--- src/rtl/if_fetch_unit_if.sv ---
// Instruction-cache request/response bus between the fetch stage and the I-cache.
interface if_fetch_unit_if;
    logic        imem_read;
    logic [31:0] imem_address;
    logic [31:0] imem_readdata;
    logic        imem_busywait;

    // Fetch stage side: issues the read, receives data and busywait.
    modport master (
        output imem_read,
        output imem_address,
        input  imem_readdata,
        input  imem_busywait
    );

    // I-cache side.
    modport slave (
        input  imem_read,
        input  imem_address,
        output imem_readdata,
        output imem_busywait
    );
endinterface

--- src/rtl/if_fetch_unit.sv ---
// PC register and instruction-fetch stage feeding the IF/ID pipeline register.
//
// Handshake: the I-cache word is valid when imem_read=1 and imem_busywait=0.
// Toward IF/ID, an instruction counts as delivered in a cycle where
// busywait_out=0. IF/ID latches it on that rising edge. Every other cycle
// presents BUBBLE, or the held buffer while stalled in HOLD.
//
// FETCH   : reading the cache at pc.
// HOLD    : a hit arrived while stalled. The word is buffered so the cache is
//           not re-read.
// DISCARD : a redirect arrived mid-miss. The miss cannot be aborted, so the
//           returned word is thrown away and the PC jumps afterwards.
module if_fetch_unit #(
    parameter logic [31:0] RESET_PC = 32'h0000_0000,
    parameter logic [31:0] BUBBLE   = 32'h0000_0000
) (
    input  logic                   clk,
    input  logic                   reset,
    input  logic                   stall,
    input  logic                   branch_jump_signal,
    input  logic [31:0]            branch_target,
    if_fetch_unit_if.master        imem,
    output logic [31:0]            pc_out,
    output logic [31:0]            pc_4_out,
    output logic [31:0]            instruction_out,
    output logic                   busywait_out,
    output logic [1:0]             state_dbg
);

    typedef enum logic [1:0] {
        S_FETCH   = 2'd0,
        S_HOLD    = 2'd1,
        S_DISCARD = 2'd2
    } state_t;

    state_t      state_q, state_d;
    logic [31:0] pc_q, pc_d;
    logic [31:0] redir_q, redir_d;
    logic [31:0] buf_q, buf_d;

    logic [31:0] target;
    logic [31:0] pc_plus4;

    assign target   = {branch_target[31:2], 2'b00};
    assign pc_plus4 = pc_q + 32'd4;

    // State register with synchronous reset.
    always_ff @(posedge clk) begin
        if (reset) begin
            state_q <= S_FETCH;
            pc_q    <= RESET_PC;
            redir_q <= 32'h0000_0000;
            buf_q   <= 32'h0000_0000;
        end else begin
            state_q <= state_d;
            pc_q    <= pc_d;
            redir_q <= redir_d;
            buf_q   <= buf_d;
        end
    end

    // Next-state, next-PC, redirect and buffer selection. A branch always beats a stall.
    always_comb begin
        state_d = state_q;
        pc_d    = pc_q;
        redir_d = redir_q;
        buf_d   = buf_q;
        unique case (state_q)
            S_FETCH: begin
                if (imem.imem_busywait) begin
                    if (branch_jump_signal) begin
                        redir_d = target;
                        state_d = S_DISCARD;
                    end
                end else if (branch_jump_signal) begin
                    pc_d = target;
                end else if (stall) begin
                    buf_d   = imem.imem_readdata;
                    state_d = S_HOLD;
                end else begin
                    pc_d = pc_plus4;
                end
            end
            S_HOLD: begin
                if (branch_jump_signal) begin
                    pc_d    = target;
                    state_d = S_FETCH;
                end else if (!stall) begin
                    pc_d    = pc_plus4;
                    state_d = S_FETCH;
                end
            end
            S_DISCARD: begin
                if (branch_jump_signal) begin
                    redir_d = target;
                end
                if (!imem.imem_busywait) begin
                    pc_d    = branch_jump_signal ? target : redir_q;
                    state_d = S_FETCH;
                end
            end
            default: begin
                state_d = S_FETCH;
            end
        endcase
    end

    // Outputs. Reset forces an idle bus and a bubble. Only an undisturbed hit or a released HOLD delivers.
    always_comb begin
        imem.imem_read  = 1'b0;
        busywait_out    = 1'b1;
        instruction_out = BUBBLE;
        if (!reset) begin
            unique case (state_q)
                S_FETCH: begin
                    imem.imem_read = 1'b1;
                    if (!imem.imem_busywait && !branch_jump_signal && !stall) begin
                        busywait_out    = 1'b0;
                        instruction_out = imem.imem_readdata;
                    end
                end
                S_HOLD: begin
                    busywait_out    = stall;
                    instruction_out = buf_q;
                end
                S_DISCARD: begin
                    imem.imem_read = 1'b1;
                end
                default: begin
                    imem.imem_read = 1'b0;
                end
            endcase
        end
    end

    assign imem.imem_address = pc_q;
    assign pc_out            = pc_q;
    assign pc_4_out          = pc_plus4;
    assign state_dbg         = state_q;

endmodule

--- src/flat_wrapper.sv ---
// flat-port wrapper written by rule: the top's interface ports become plain ports
module if_fetch_unit_flat 
#(
    parameter logic [31:0] RESET_PC = 32'h0000_0000,
    parameter logic [31:0] BUBBLE   = 32'h0000_0000
)
  (clk, reset, stall, branch_jump_signal, branch_target, pc_out, pc_4_out, instruction_out, busywait_out, state_dbg, imem_imem_read, imem_imem_address, imem_imem_readdata, imem_imem_busywait);
  if_fetch_unit_if imem_i ();
  input  logic clk;
  input  logic reset;
  input  logic stall;
  input  logic branch_jump_signal;
  input  logic [31:0] branch_target;
  output logic [31:0] pc_out;
  output logic [31:0] pc_4_out;
  output logic [31:0] instruction_out;
  output logic busywait_out;
  output logic [1:0] state_dbg;
  output wire logic [$bits(imem_i.imem_read)-1:0] imem_imem_read;
  output wire logic [$bits(imem_i.imem_address)-1:0] imem_imem_address;
  input wire logic [$bits(imem_i.imem_readdata)-1:0] imem_imem_readdata;
  input wire logic [$bits(imem_i.imem_busywait)-1:0] imem_imem_busywait;
  assign imem_imem_read = imem_i.imem_read;
  assign imem_imem_address = imem_i.imem_address;
  assign imem_i.imem_readdata = imem_imem_readdata;
  assign imem_i.imem_busywait = imem_imem_busywait;
  if_fetch_unit #(.RESET_PC(RESET_PC), .BUBBLE(BUBBLE)) u_core (.clk(clk), .reset(reset), .stall(stall), .branch_jump_signal(branch_jump_signal), .branch_target(branch_target), .imem(imem_i), .pc_out(pc_out), .pc_4_out(pc_4_out), .instruction_out(instruction_out), .busywait_out(busywait_out), .state_dbg(state_dbg));
endmodule
--- config.mk ---
export PLATFORM = sky130hd
export DESIGN_NAME = if_fetch_unit_flat
export DESIGN_NICKNAME = d
export VERILOG_FILES = /design/src/rtl/if_fetch_unit_if.sv /design/src/rtl/if_fetch_unit.sv /design/src/flat_wrapper.sv
export SDC_FILE = /design/constraint.sdc
export NUM_CORES = 1
export LEC_CHECK = 0
export ABC_AREA = 1
export CORE_UTILIZATION = 49
export DETAILED_ROUTE_END_ITERATION = 8
export GPL_TIMING_DRIVEN = 0
export PLACE_DENSITY_LB_ADDON = 0.2
export SLEW_MARGIN = 30
export SYNTH_ARGS = -nofsm -noshare
export SYNTH_HDL_FRONTEND = slang
export SYNTH_SLANG_ARGS = --single-unit
--- constraint.sdc ---
create_clock -name clk -period 3.3 [get_ports clk]
set_clock_uncertainty 0.2 [all_clocks]
set_input_delay 0.495 -clock clk [delete_from_list [all_inputs] [get_ports clk]]
set_output_delay 0.495 -clock clk [all_outputs]
set_load 0.005 [all_outputs]
==> metrics.cfg <==
[timing]
worst_slew_pin_slew_ns=0.553
min_period_ns=3.15
setup_violations=0
period_share_pct=95.5
slew_viol_final=0
finalSetupTns_ns=0
final_hold_viol_count=0
rsz0062_at_grt=false
fmax_ghz=0.317
fin_ws_ns=0.147
slew_headroom_pct=63.1

[synthesis]
yosysMostFrequentCell=nor2_1
synthAdderAreaFrac_pct=0.221
syn_area_mm2=0.00567
syn_area_per_cell_um2=6.99
synth_compound_area_share_pct=22.3
synth.top_cells.by_count=nor2_1, nand2_1, dfxtp_1
synth_top_family_by_area=simple AND/OR/NAND/NOR gates
netlist.top_cell.by_area=dfxtp_1
synthArstFlopShare_pct=0
synthMuxAreaShare_pct=0
syn_nets=882
synth_top_area_share_pct=34.6
synthFlopType=dfxtp_1
ys_ff_latch=98
yosys.cell_types.count=34
synth-simple-area-share_pct=26.7
yosysWarnings=0
synth_edf_count=0
yosysSeqAreaShare_pct=34.6
postSynthCellCount=812
synth_xor_area_share_pct=3.37
synthTopCellsByArea=dfxtp_1, nor2_1, nand2_1

[route]
ant_nets=0
vias=6084
drtIter0Drc=306
dr.pass1.iters=4
vias_per_cell=5.23
drc=0
wl_per_cell_um=14.4
drt-total-wl_um=16700

[placed_design]
gp_congestion=0.967
port_buffers=196
dp_hpwl_um=12900
dp_slack_ns=0.0540

[min_path]
min_from=u_core.redir_q[0]$_SDFFE_PP0P_
worst_hold_path.endpoint=u_core.redir_q[0]$_SDFFE_PP0P_
min_path_type=register to register
min_path_cells=2

[floorplanning]
initial_core_util_pct=51.2
core_area_mm2=0.0111
die-area_mm2=0.0120
die_h_um=110
io_pins=201
die_w_um=110
rows=38

[setup_path]
r2r_end=u_core.imem.imem_address[30]$_SDFFE_PP0P_
critPathMaxFanout=10
critical_path_class=input pin to output pin
crit_chain=clkdlybuf4s50_1 > nor4_4 > buf_2 > a22oi_1 > nor2_1 > clkdlybuf4s50_1
crit_buf_inv=3
crit_path_end_kind=output pin
rr_startpoint=u_core.imem.imem_address[2]$_SDFFE_PP0P_
r2r_slack_ns=1.38
crit_path_start_kind=input pin
critPathMaxStageDelay_ns=0.53
crit_family=buffers and inverters
crit_top_cell=clkdlybuf4s50_1
reg2regPathDepth=9
cp.arrival_ns=2.46
crit_required_ns=2.60
critical_path.slowest_cell=clkdlybuf4s50_1

[clocking]
postCtsSetupBuffers=0
htree_levels=3
clkTransAtPathRegs_ns=0.07
cts.sinks=98
cts-root-buf=clkbuf_16
clk-insertion-delay-late_ns=0.34
cts_tree=yes
cts_buffer_depth=2
cts_made_buffers=9

[job]
cap_viol_max_count=0

[finish]
num-nets-final=1089
layout-drive-gt1-share_pct=11.9
utilization_pct=73.0
n_antenna_cell=0
fill_cells=936
area_growth_pct=42.4

[global_routing]
grt_antenna_before_repair=0
grt_overflow_total=0
grt_start_max_net_pins=17
grt_use_total_pct=28.4
grt_pass1_vias=5485
grt_pass1_wl_um=26400

[outcome]
status=complete, no violations

[power]
p_total_mw=3.15
powerDensity_mw_per_mm2=390
irDropWorstVdd_v=0.000266
p_leak_nw=3.24

==> kinds of logic after synthesis <==
logic type,count (synthesis)
compound gates,216
fa+ha+maj,1
xor+xnor,15
simple gates,337
buf+inv,145
flops,98
==> flip-flops by register name, summed over array words and instances, names as in the netlist <==
name / cells
u_core.state_dbg: 2
u_core.imem.imem_address: 32
u_core.buf_q: 32
u_core.redir_q: 32
==> repair_timing <==
| action | 4_1_cts | 5_1_grt |
|---|---|---|
| gates resized for setup | 0 | 0 |
| setup endpoints to repair | 0 | 6 |
| hold buffers | 0 | 0 |
==> power by group <==
part           switching [mW]  internal (mW)  total, mW
Clock                   0.472          0.518      0.991
Sequential              0.108           1.27       1.38
Combinational           0.338          0.447      0.786
Total                   0.918           2.24       3.15
==> layer usage <==
metal | part of all wire (%) | global-route usage [%] | vias to the layer above
li1 | - | - | 3039
met2 | 47 | 48.7 | 256
met4 | 1.8 | 9.71 | 0
met3 | 8.8 | 5.22 | 22
met1 | 42 | 35.6 | 2767
met5 | 0 | 0 | -
==> per-stage QoR <==
step	hold WS, ns	cells	instance area, µm²
after global routing	0.263	1164	8080
after global placement	0.232	1148	7810
final	0.246	1164	8080
after CTS	0.249	1164	8080
after floorplan	0.224	812	5670
after detailed placement	0.238	1148	7810
==> cell usage in the layout, fill, tap and decap left out, types with 2 or more instances in the layout <==
cell type / netlist / layout
o21ai_0: 85 / 85
nand3b_1: 4 / 4
o21ai_1: 2 / 2
inv_2: 6 / 6
nor2_4: 6 / 6
clkdlybuf4s50_1: 0 / 196
inv_1: 56 / 56
a21oi_1: 68 / 68
dfxtp_1: 98 / 98
buf_4: 40 / 40
xnor2_1: 4 / 4
o211ai_1: 2 / 2
nand2_4: 2 / 2
nand2_1: 122 / 122
xor2_2: 8 / 8
xor2_1: 3 / 3
buf_2: 17 / 17
inv_6: 0 / 2
a21oi_2: 2 / 2
nor2_2: 6 / 6
clkbuf_2: 2 / 2
nor2_1: 150 / 150
a22oi_1: 32 / 32
nand3_1: 20 / 20
nor2_8: 4 / 4
clkbuf_1: 22 / 24
nand2_2: 13 / 13
clkbuf_16: 0 / 9
and2_1: 8 / 8
a22o_1: 23 / 23
==> worst max-delay path by stage <==
| stage | startpoint | end | slack [ns] | cells past startpoint |
|---|---|---|---|---|
| final | stall | instruction_out[1] | 0.15 | 6 |
| after global placement | imem_imem_busywait | instruction_out[1] | 0.02 | 6 |
| after CTS | imem_imem_busywait | instruction_out[1] | 0.03 | 6 |
| after floorplan | branch_jump_signal | instruction_out[10] | 1.22 | 5 |
| after detailed placement | imem_imem_busywait | instruction_out[1] | 0.05 | 6 |
| after global routing | stall | instruction_out[22] | 0.01 | 6 |
==> tightest hold or removal path, stage by stage (launching register included) <==
cell and delay (ns):
dfxtp_1 0.31, nand2_1 0.06, nor2_1 0.04
==> final cells by class <==
class | instances | area (µm²) | area share [%]
clock inverters | 5 | 38.8 | 0.480
clock buffers | 11 | 233 | 2.88
inverters | 63 | 236 | 2.93
well taps | 140 | 175 | 2.17
repair buffers | 196 | 1960 | 24.3
flip-flops and latches | 98 | 1960 | 24.3
plain buffers | 82 | 489 | 6.05
multi-input cells | 569 | 2990 | 37.0
Power figures use the tool's default switching activity.
